==> src/rtl/path_planner.sv <==
// path_planner: breadth-first shortest-path search on the fixed 30-node arena
// graph, streaming the resulting node path (start first, end last) to the
// downstream path-mapping stage.
//
// Ports:
//   clk_3125KHz   system clock, all logic on its rising edge
//   reset         synchronous active-high reset
//   plan_start    one-cycle request; samples start_node / end_node in IDLE
//   start_node    source node id
//   end_node      destination node id
//   busy          high while a request is being processed
//   path_input    path stream valid strobe
//   path_planned  path node id, meaningful while path_input=1
//   path_len      number of nodes in the emitted path
//   done          one-cycle pulse the cycle after the last path word
//   error         one-cycle pulse on an invalid id or unreachable end node
module path_planner #(
    parameter int unsigned NODES   = 30,
    parameter int unsigned NW      = 5,
    parameter int unsigned MAX_LEN = 30
) (
    input  logic          clk_3125KHz,
    input  logic          reset,
    input  logic          plan_start,
    input  logic [NW-1:0] start_node,
    input  logic [NW-1:0] end_node,
    output logic          busy,
    output logic          path_input,
    output logic [NW-1:0] path_planned,
    output logic [NW-1:0] path_len,
    output logic          done,
    output logic          error
);

    localparam int unsigned QW  = $clog2(NODES + 1);
    localparam int unsigned SPW = $clog2(MAX_LEN + 1);
    localparam int unsigned VW  = 1 << NW;

    localparam logic [NW-1:0] NONE    = '1;
    localparam logic [NW-1:0] LAST_ID = NW'(NODES - 1);

    // Neighbour slots, slot 0 first; ascending ids, unused slots hold NONE.
    typedef logic [0:3][NW-1:0] adj_row_t;

    typedef enum logic [2:0] {
        S_IDLE,
        S_CHECK,
        S_INIT,
        S_DEQ,
        S_SCAN,
        S_BACKTRACK,
        S_EMIT,
        S_DONE
    } state_t;

    // Fixed arena adjacency ROM.
    function automatic adj_row_t adj_lookup(input logic [NW-1:0] n);
        adj_row_t row;
        row = {4{NONE}};
        case (n)
            5'd0:  row = {5'd1,  NONE,   NONE,   NONE};
            5'd1:  row = {5'd0,  5'd2,  5'd29, NONE};
            5'd2:  row = {5'd1,  5'd3,  5'd8,  NONE};
            5'd3:  row = {5'd2,  5'd4,  5'd28, NONE};
            5'd4:  row = {5'd3,  5'd5,  5'd6,  NONE};
            5'd5:  row = {5'd4,  NONE,   NONE,   NONE};
            5'd6:  row = {5'd4,  5'd7,  NONE,   NONE};
            5'd7:  row = {5'd6,  5'd8,  NONE,   NONE};
            5'd8:  row = {5'd2,  5'd7,  5'd9,  5'd12};
            5'd9:  row = {5'd8,  5'd10, 5'd11, NONE};
            5'd10: row = {5'd9,  NONE,   NONE,   NONE};
            5'd11: row = {5'd9,  NONE,   NONE,   NONE};
            5'd12: row = {5'd8,  5'd13, 5'd19, NONE};
            5'd13: row = {5'd12, 5'd14, NONE,   NONE};
            5'd14: row = {5'd13, 5'd15, 5'd16, NONE};
            5'd15: row = {5'd14, NONE,   NONE,   NONE};
            5'd16: row = {5'd14, 5'd17, 5'd18, NONE};
            5'd17: row = {5'd16, NONE,   NONE,   NONE};
            5'd18: row = {5'd16, 5'd19, NONE,   NONE};
            5'd19: row = {5'd12, 5'd18, 5'd20, NONE};
            5'd20: row = {5'd19, 5'd21, 5'd24, 5'd29};
            5'd21: row = {5'd20, 5'd22, 5'd23, NONE};
            5'd22: row = {5'd21, NONE,   NONE,   NONE};
            5'd23: row = {5'd21, NONE,   NONE,   NONE};
            5'd24: row = {5'd20, 5'd25, NONE,   NONE};
            5'd25: row = {5'd24, 5'd26, NONE,   NONE};
            5'd26: row = {5'd25, 5'd27, 5'd28, NONE};
            5'd27: row = {5'd26, NONE,   NONE,   NONE};
            5'd28: row = {5'd3,  5'd26, 5'd29, NONE};
            5'd29: row = {5'd1,  5'd20, 5'd28, NONE};
            default: row = {4{NONE}};
        endcase
        return row;
    endfunction

    state_t          state;
    state_t          next_state;

    logic [NW-1:0]   start_r;
    logic [NW-1:0]   end_r;
    logic [NW-1:0]   cur;
    logic [NW-1:0]   bt;
    logic [1:0]      slot;
    logic [VW-1:0]   visited;
    logic [QW-1:0]   q_head;
    logic [QW-1:0]   q_tail;
    logic [SPW-1:0]  sp;

    logic [NW-1:0]   parent [NODES];
    logic [NW-1:0]   q_mem  [NODES];
    logic [NW-1:0]   stack  [MAX_LEN];

    adj_row_t        adj_row_c;
    logic [NW-1:0]   nb_c;
    logic            ids_bad_c;
    logic            q_empty_c;
    logic            nb_new_c;
    logic            nb_hit_c;

    logic            busy_d;
    logic            path_input_d;
    logic [NW-1:0]   path_planned_d;
    logic            done_d;
    logic            error_d;

    assign adj_row_c = adj_lookup(cur);
    assign nb_c      = adj_row_c[slot];
    assign ids_bad_c = (start_r > LAST_ID) || (end_r > LAST_ID);
    assign q_empty_c = (q_head == q_tail);
    assign nb_new_c  = (nb_c != NONE) && !visited[nb_c];
    assign nb_hit_c  = nb_new_c && (nb_c == end_r);

    // State register.
    always_ff @(posedge clk_3125KHz) begin
        if (reset) begin
            state <= S_IDLE;
        end else begin
            state <= next_state;
        end
    end

    // Next-state logic.
    always_comb begin
        next_state = state;
        case (state)
            S_IDLE:      if (plan_start) next_state = S_CHECK;
            S_CHECK: begin
                if (ids_bad_c)             next_state = S_IDLE;
                else if (start_r == end_r) next_state = S_EMIT;
                else                       next_state = S_INIT;
            end
            S_INIT:      next_state = S_DEQ;
            S_DEQ:       next_state = q_empty_c ? S_IDLE : S_SCAN;
            // Lists are ascending with NONE at the tail, so NONE ends the scan.
            S_SCAN: begin
                if (nb_hit_c)                           next_state = S_BACKTRACK;
                else if ((nb_c == NONE) || (slot == 2'd3)) next_state = S_DEQ;
            end
            S_BACKTRACK: if (bt == start_r) next_state = S_EMIT;
            S_EMIT:      if (sp == SPW'(1)) next_state = S_DONE;
            S_DONE:      next_state = S_IDLE;
            default:     next_state = S_IDLE;
        endcase
    end

    // Output decode; values land in the output registers one cycle later.
    always_comb begin
        busy_d         = (next_state != S_IDLE);
        path_input_d   = (state == S_EMIT);
        path_planned_d = '0;
        done_d         = (state == S_DONE);
        error_d        = ((state == S_CHECK) && ids_bad_c) ||
                         ((state == S_DEQ) && q_empty_c);
        if (state == S_EMIT) begin
            path_planned_d = stack[sp - SPW'(1)];
        end
    end

    // Output registers and search control.
    always_ff @(posedge clk_3125KHz) begin
        if (reset) begin
            busy         <= 1'b0;
            path_input   <= 1'b0;
            path_planned <= '0;
            path_len     <= '0;
            done         <= 1'b0;
            error        <= 1'b0;
            start_r      <= '0;
            end_r        <= '0;
            cur          <= '0;
            bt           <= '0;
            slot         <= '0;
            visited      <= '0;
            q_head       <= '0;
            q_tail       <= '0;
            sp           <= '0;
        end else begin
            busy         <= busy_d;
            path_input   <= path_input_d;
            path_planned <= path_planned_d;
            done         <= done_d;
            error        <= error_d;
            case (state)
                S_IDLE: begin
                    if (plan_start) begin
                        start_r <= start_node;
                        end_r   <= end_node;
                    end
                end
                S_CHECK: begin
                    if (!ids_bad_c && (start_r == end_r)) begin
                        sp       <= SPW'(1);
                        path_len <= NW'(1);
                    end
                end
                S_INIT: begin
                    visited <= VW'(1) << start_r;
                    q_head  <= '0;
                    q_tail  <= QW'(1);
                end
                S_DEQ: begin
                    if (!q_empty_c) begin
                        cur    <= q_mem[q_head];
                        q_head <= q_head + QW'(1);
                        slot   <= '0;
                    end
                end
                S_SCAN: begin
                    slot <= slot + 2'd1;
                    if (nb_new_c) begin
                        visited[nb_c] <= 1'b1;
                        q_tail        <= q_tail + QW'(1);
                    end
                    if (nb_hit_c) begin
                        bt <= end_r;
                        sp <= '0;
                    end
                end
                S_BACKTRACK: begin
                    sp <= sp + SPW'(1);
                    if (bt == start_r) begin
                        path_len <= NW'(sp + SPW'(1));
                    end else begin
                        bt <= parent[bt];
                    end
                end
                S_EMIT:  sp <= sp - SPW'(1);
                default: ;
            endcase
        end
    end

    // Parent table, BFS queue and path stack storage.
    always_ff @(posedge clk_3125KHz) begin
        case (state)
            S_CHECK: stack[0] <= start_r;
            S_INIT: begin
                parent   <= '{default: '0};
                q_mem[0] <= start_r;
            end
            S_SCAN: begin
                if (nb_new_c) begin
                    parent[nb_c]  <= cur;
                    q_mem[q_tail] <= nb_c;
                end
            end
            S_BACKTRACK: stack[sp] <= bt;
            default: ;
        endcase
    end

endmodule

==> config.mk <==
export PLATFORM = sky130hd
export DESIGN_NAME = path_planner
export DESIGN_NICKNAME = d
export VERILOG_FILES = /design/src/rtl/path_planner.sv
export SDC_FILE = /design/constraint.sdc
export NUM_CORES = 1
export LEC_CHECK = 0
export CORE_MARGIN = 1
export CORE_UTILIZATION = 45
export CTS_BUF_LIST = sky130_fd_sc_hd__clkbuf_2 sky130_fd_sc_hd__clkbuf_4 sky130_fd_sc_hd__clkbuf_8
export CTS_CLUSTER_DIAMETER = 40
export DETAILED_ROUTE_END_ITERATION = 10
export GPL_TIMING_DRIVEN = 0
export PLACE_DENSITY = 0.65
export SYNTH_ARGS = -nofsm -noshare
export SYNTH_HDL_FRONTEND = slang
export SYNTH_SLANG_ARGS = --single-unit
==> constraint.sdc <==
create_clock -name clk_3125KHz -period 14.91 [get_ports clk_3125KHz]
set_input_delay 4.473 -clock clk_3125KHz [delete_from_list [all_inputs] [get_ports clk_3125KHz]]
set_output_delay 4.473 -clock clk_3125KHz [all_outputs]
set_load 0.005 [all_outputs]
# Yosys cells after proc, flatten, opt, wreduce, memory -nomap -nowiden
# Memory sizes are Yosys's and may differ from the RTL's. A register that Yosys moved wholly into a read port is not among the register bits.
# Index checks and enable logic that the tools add are counted.
# classes
div,0
shifts,1
n_eq_ne,21
addsub,5
n_mul,0
bitwise,6
muxes,55
magnitude_cmp,8
n_reduce_logical,31
# op_table
cell,n
$pmux 150 s2,1
$bwmux 150,1
$mux 150,1
$mux 5,16
$pmux 32 s2,1
$pmux 5 s2,4
$mux 32,1
$or 32x32->32,1
$shl 1x5->32 const A,1
$bmux 5 s5,1
$demux 5 s5,1
$mux 3,8
$pmux 3 s8,1
$eq 5x5->1,4
$pmux 5 s4,1
$add 5x1->5 const B,3
$mux 1,13
$eq 3x3->1 const B,4
$ge 6x6->1 const B,2
$not 5->6,2
$bmux 5 s2,1
$gt 5x5->1 const B,2
$ne 2x2->1 const B,5
$reduce_and 2->1,5
other kinds (29),47
# word_totals
mem_bits_ro,576
ramBits,300
n_memories,3
input_bits,13
latch_bits,0
out_inout_bits,14
word_cells,174
ff_bits,226
# memory_table
name,depth,width,read_ports,rd_clocked_by_memory_dff,wr,line_no,rtl
(no name shown),32,18,1,0,0,60,case (n)
q_mem,30,5,1,1,1,110,logic [NW-1:0] q_mem [NODES];
stack,30,5,1,1,1,111,logic [NW-1:0] stack [MAX_LEN];

# Logic depth before layout (Yosys ltp)
# depth
word_depth,13
mapped_depth,19

# Worst setup path after synthesis
# OpenSTA, ideal clock, no wires.
# synth_timing
path_type,reg-to-reg
from,"register cur[1], read port of q_mem"
to,register q_tail[4]
setup_ns,0.225
synth_period_minus_slack_ns,6.134
path_stages_with_launch,18
setup_slack_ns,8.776
required_time_ns,14.685
t_arrival_ns,5.909
n_path_buf,5
cell_sequence,dfxtp_1 -> clkbuf_1 -> inv_1 -> clkbuf_1 -> ha_1 -> clkbuf_2 -> mux2i_1 -> o221a_1 -> o41a_1 -> a21o_1 -> mux2_4 -> o2bb2ai_1 -> a32o_1 -> or4_1 -> buf_4 -> o31ai_4 -> buf_2 -> o211ai_1
# synth_between
elab_chain_len,10
word_cells_on_any_way,11
classes_between,eq/ne: 2; mux: 5; reduce/logical: 3; memory: 1
# synth_rtl
item,line_no,rtl
"start, declared",101,logic [NW-1:0] cur;
$mem_v2 32x18 (*),--,
$bmux 5 s2 (*),127,assign nb_c = adj_row_c[slot];
$mux 5 (implied by the code) (*) (2 in series),127,
$bmux 1 s5,130,assign nb_new_c = (nb_c != NONE) && !visited[nb_c];
$mux 1 (implied by the code),130,
$logic_not 1->1,130,
$logic_and 1x1->1 (*),130,
$ne 2x2->1 (no line) (*),--,
$reduce_and 2->1 (no line) (*),--,
"end signal, assigned",232,q_tail <= q_tail + QW'(1);
"end, declared",106,logic [QW-1:0] q_tail;
# Mark *: on every way between the ends. The rest lies on a longest branch, timed or not. The select of a mux whose other input is x is not followed.
# A chain may end at the register's enable or synchronous reset.

# Final worst setup path
# layout_timing
from,"register cur[1], read port of q_mem"
to,memory q_mem[18][2] (enable)
# layout_between
elab_chain_len,13
word_cells_on_any_way,15
classes_between,eq/ne: 1; mux: 10; reduce/logical: 3; memory: 1
# layout_rtl
item,line_no,rtl
$mem_v2 32x18 (*),--,
$bmux 5 s2 (*),127,
$mux 5 (implied by the code) (*) (2 in series),127,
$bmux 1 s5,130,
$mux 1 (implied by the code),130,
$logic_not 1->1,130,
$logic_and 1x1->1 (*),130,
$mux 1 (*),262,if (nb_new_c) begin
$mux 1 (*),255,case (state)
$mux 1 (implied by the code) (*),264,q_mem[q_tail] <= nb_c;
$reduce_or 5->1 (no line),--,
$mux 5 (no line) / $mux 1 (equally long branches),--,
"end, declared",110,
# Marks and branches as above.

==> metrics.cfg <==
[global_route]
gr-usage-met2_pct = 39.1
grt_antenna_before_repair = 1
overflow = 0
busiest_layer = met2
grt_max_degree = 88
grt_pass1_wl_um = 109000
grt_pass1_vias = 17593
grtUsageMet1_pct = 35.5
met3_usage_pct = 5.21
grtUsageTotal_pct = 25.3

[setup_path]
cp_common_cell = clkbuf_1
cp-end-kind = flop
cp_data_arrival_time_ns = 8.03
required_ns = 15.22
crit_slowest_cell = clkbuf_1
crit_path_start_kind = flop
cp_cell_sequence = clkbuf_1 > inv_1 > clkbuf_1 > ha_1 > clkbuf_2 > mux2i_1 > o221a_1 > o41a_1 > a21oi_1 > o211ai_1 > a32o_1 > or4_1 > buf_4 > nor3_4 > nand3_1 > nor4_1
critPathKind = flop to flop
slowest_delay_ns = 1.00
ff2ff_setup_slack_ns = 7.20
worstPathMaxFanout = 13

[cts]
post_cts_buffers = 0
cts_tree = yes
cts_resized = 0
clk_pin_slew_ns = 0.06
cts_buffer_depth = 3
cts_buffers = 97
cts.sinks = 536
h-tree-depth = 3
cts_root_buffer = clkbuf_8
insertion_delay_ns = 0.72
cts_hold_buf = 0

[detailed_routing]
dr_total_vias = 17880
routedWlPerCell_um = 24.1
avgViaCountPerCell = 6.03
drt_iter0_drc = 2103
drtAntennaViolNets = 0
routed_wl_um = 71500
drc = 0
dr.pass1.iters = 6

[min_path]
min_path_type = flop to flop

[final_layout]
fin_cells = 2967
nFillCells = 4773
areaGrowthSynthToFinish_pct = 13.4
drive_gt1_share_pct = 16.0
post-route-util_pct = 52.0
nets = 2166

[yosys]
synth_flop_cell = edfxtp_1
ys_types = 79
syn_inst = 2010
ys_seq_area_share_pct = 59.8
avgSynthCellArea_um2 = 12.7
synth-seq-cells = 536
syn_area_um2 = 25500
yosys_warnings = 0
syn_nets = 2037
synth-edff-count = 450
synthArstFlopShare_pct = 0

[sta]
period_minus_slack_ns = 7.71
clock_skew_ns = 0.0353
post-route-period-util_pct = 51.7
grt_setup_unrepaired = no
fmax_ghz = 0.130
tns_ns = 0
setup_slack_ns = 7.20
final-setup-viol-count = 0
final_max_slew_viol_count = 0
slew-limit-headroom_pct = 4.25
max_slew.worst_pin.slew_ns = 1.43
hold_viol = 0
timing.hold.ws_ns = 0.487

[placed_design]
dpl.hpwl_um = 48900
dp_cells = 2788
gp_routability_congestion = 0.952
io_buffers = 26
dp_slack_ns = 7.50

[die]
die_y_um = 240
initial_utilization_pct = 45.9
num_io_pins = 27
die_area_um2 = 57600
core_um2 = 55500
rows = 86
die-width_um = 240

[pwr]
powerDensity_nw_per_um2 = 111
max-vdd-ir-drop_v = 0.0000740
p_leak_nw = 9.12

[outcome]
status = finished clean

[run]
drv_cap = 0

-- final timing paths --
| path | startpoint | endpoint | cells after the start |
|---|---|---|---|
| worst min-delay path | visited[20] | visited[20] | 2 |
| worst max-delay path | cur[1] | q_mem[18][2] | 16 |
| worst max register to register | cur[1] | q_mem[18][2] | 16 |
| worst min register to register | visited[20] | visited[20] | 2 |
-- layer usage --
layer  vias to the layer above  wire, um  share of wire, %
met1                      8943     30400                43
met4                         0      2140               3.0
met5                         -         0                 0
li1                       7905         -                 -
met3                       147      6160               8.6
met2                       885     32800                46
-- cells in the mapped netlist (all sizes together), types with 28 or more instances --
master / count / share of area (%)
mux2i: 106 / 4.2
nor2: 233 / 3.4
inv: 32 / 0.47
a21oi: 164 / 3.2
edfxtp: 450 / 53
buf: 45 / 0.88
clkbuf: 113 / 1.7
nor3: 73 / 1.5
dfxtp: 86 / 6.8
a211oi: 28 / 0.83
nand3: 61 / 1.2
o21ai: 50 / 0.98
nand2: 176 / 2.6
mux4: 116 / 10
-- state kept, by name (all words and copies together), names as in the netlist --
register      cells
bt                5
busy              1
cur               5
done              1
end_r             5
error             1
parent          150
path_input        1
path_len          5
path_planned      5
q_head            5
q_mem           150
q_tail            5
slot              2
sp                5
stack           150
start_r           5
state             3
visited          32
-- layout make-up --
cell class                 count  area (um^2)  share of cell area, %
sequential                   536        15200                   52.7
multi-input combinational   1282         9480                   32.8
clock buffer                 122         1580                   5.47
tap                          748          936                   3.24
buffer                       158          658                   2.28
clock inverter                56          544                   1.88
timing repair buffer          30          329                   1.14
inverter                      34          128                  0.442
antenna                        1         2.50                0.00866
-- report_power, final --
group	total (mW)	switching, mW	internal [mW]
combinational	0.0663	0.0489	0.0174
clock	1.53	0.663	0.862
sequential	1.63	0.00398	1.62
-- cell families after synthesis --
kind of cell / Yosys count / synth area share [%]
flip-flops: 536 / 59.8
AND/OR/NAND/NOR: 653 / 11.5
AO/OA/AOI/OAI: 339 / 8.40
multiplexers: 246 / 15.5
buffers and inverters: 192 / 3.06
adder cells (fa/ha/maj): 14 / 0.688
XOR/XNOR: 30 / 1.03
-- metrics by stage --
stage	power (mW)	instance area [um^2]
floorplan	1.69	25500
global placement	1.72	26700
detailed placement	1.72	26800
CTS	3.23	28900
global route	3.30	28900
finish	3.22	28900
-- cells in the final DEF (no fill, tap or decap), types with 23 or more instances in the layout --
master	instances
a21oi_1	162
nand2_1	176
nor3_1	69
dfxtp_1	86
a211oi_1	28
mux2_2	23
clkbuf_8	106
clkdlybuf4s50_1	26
clkbuf_1	110
buf_1	23
nand3_1	60
nor2_1	233
edfxtp_1	450
inv_1	30
o21ai_0	45
mux2i_1	106
mux4_2	116
-- worst max-delay path, delay by kind of cell, from the launching register on --
family	cells	cell delay (ns)
DFF	1	0.41
AOI/OAI and AO/OA	5	2.07
and+or+nand+nor	4	2.36
muxes	1	0.10
buffers and inverters	5	2.06
adders and majority gates	1	0.30
Note: power is estimated with default switching activity, not from simulation.
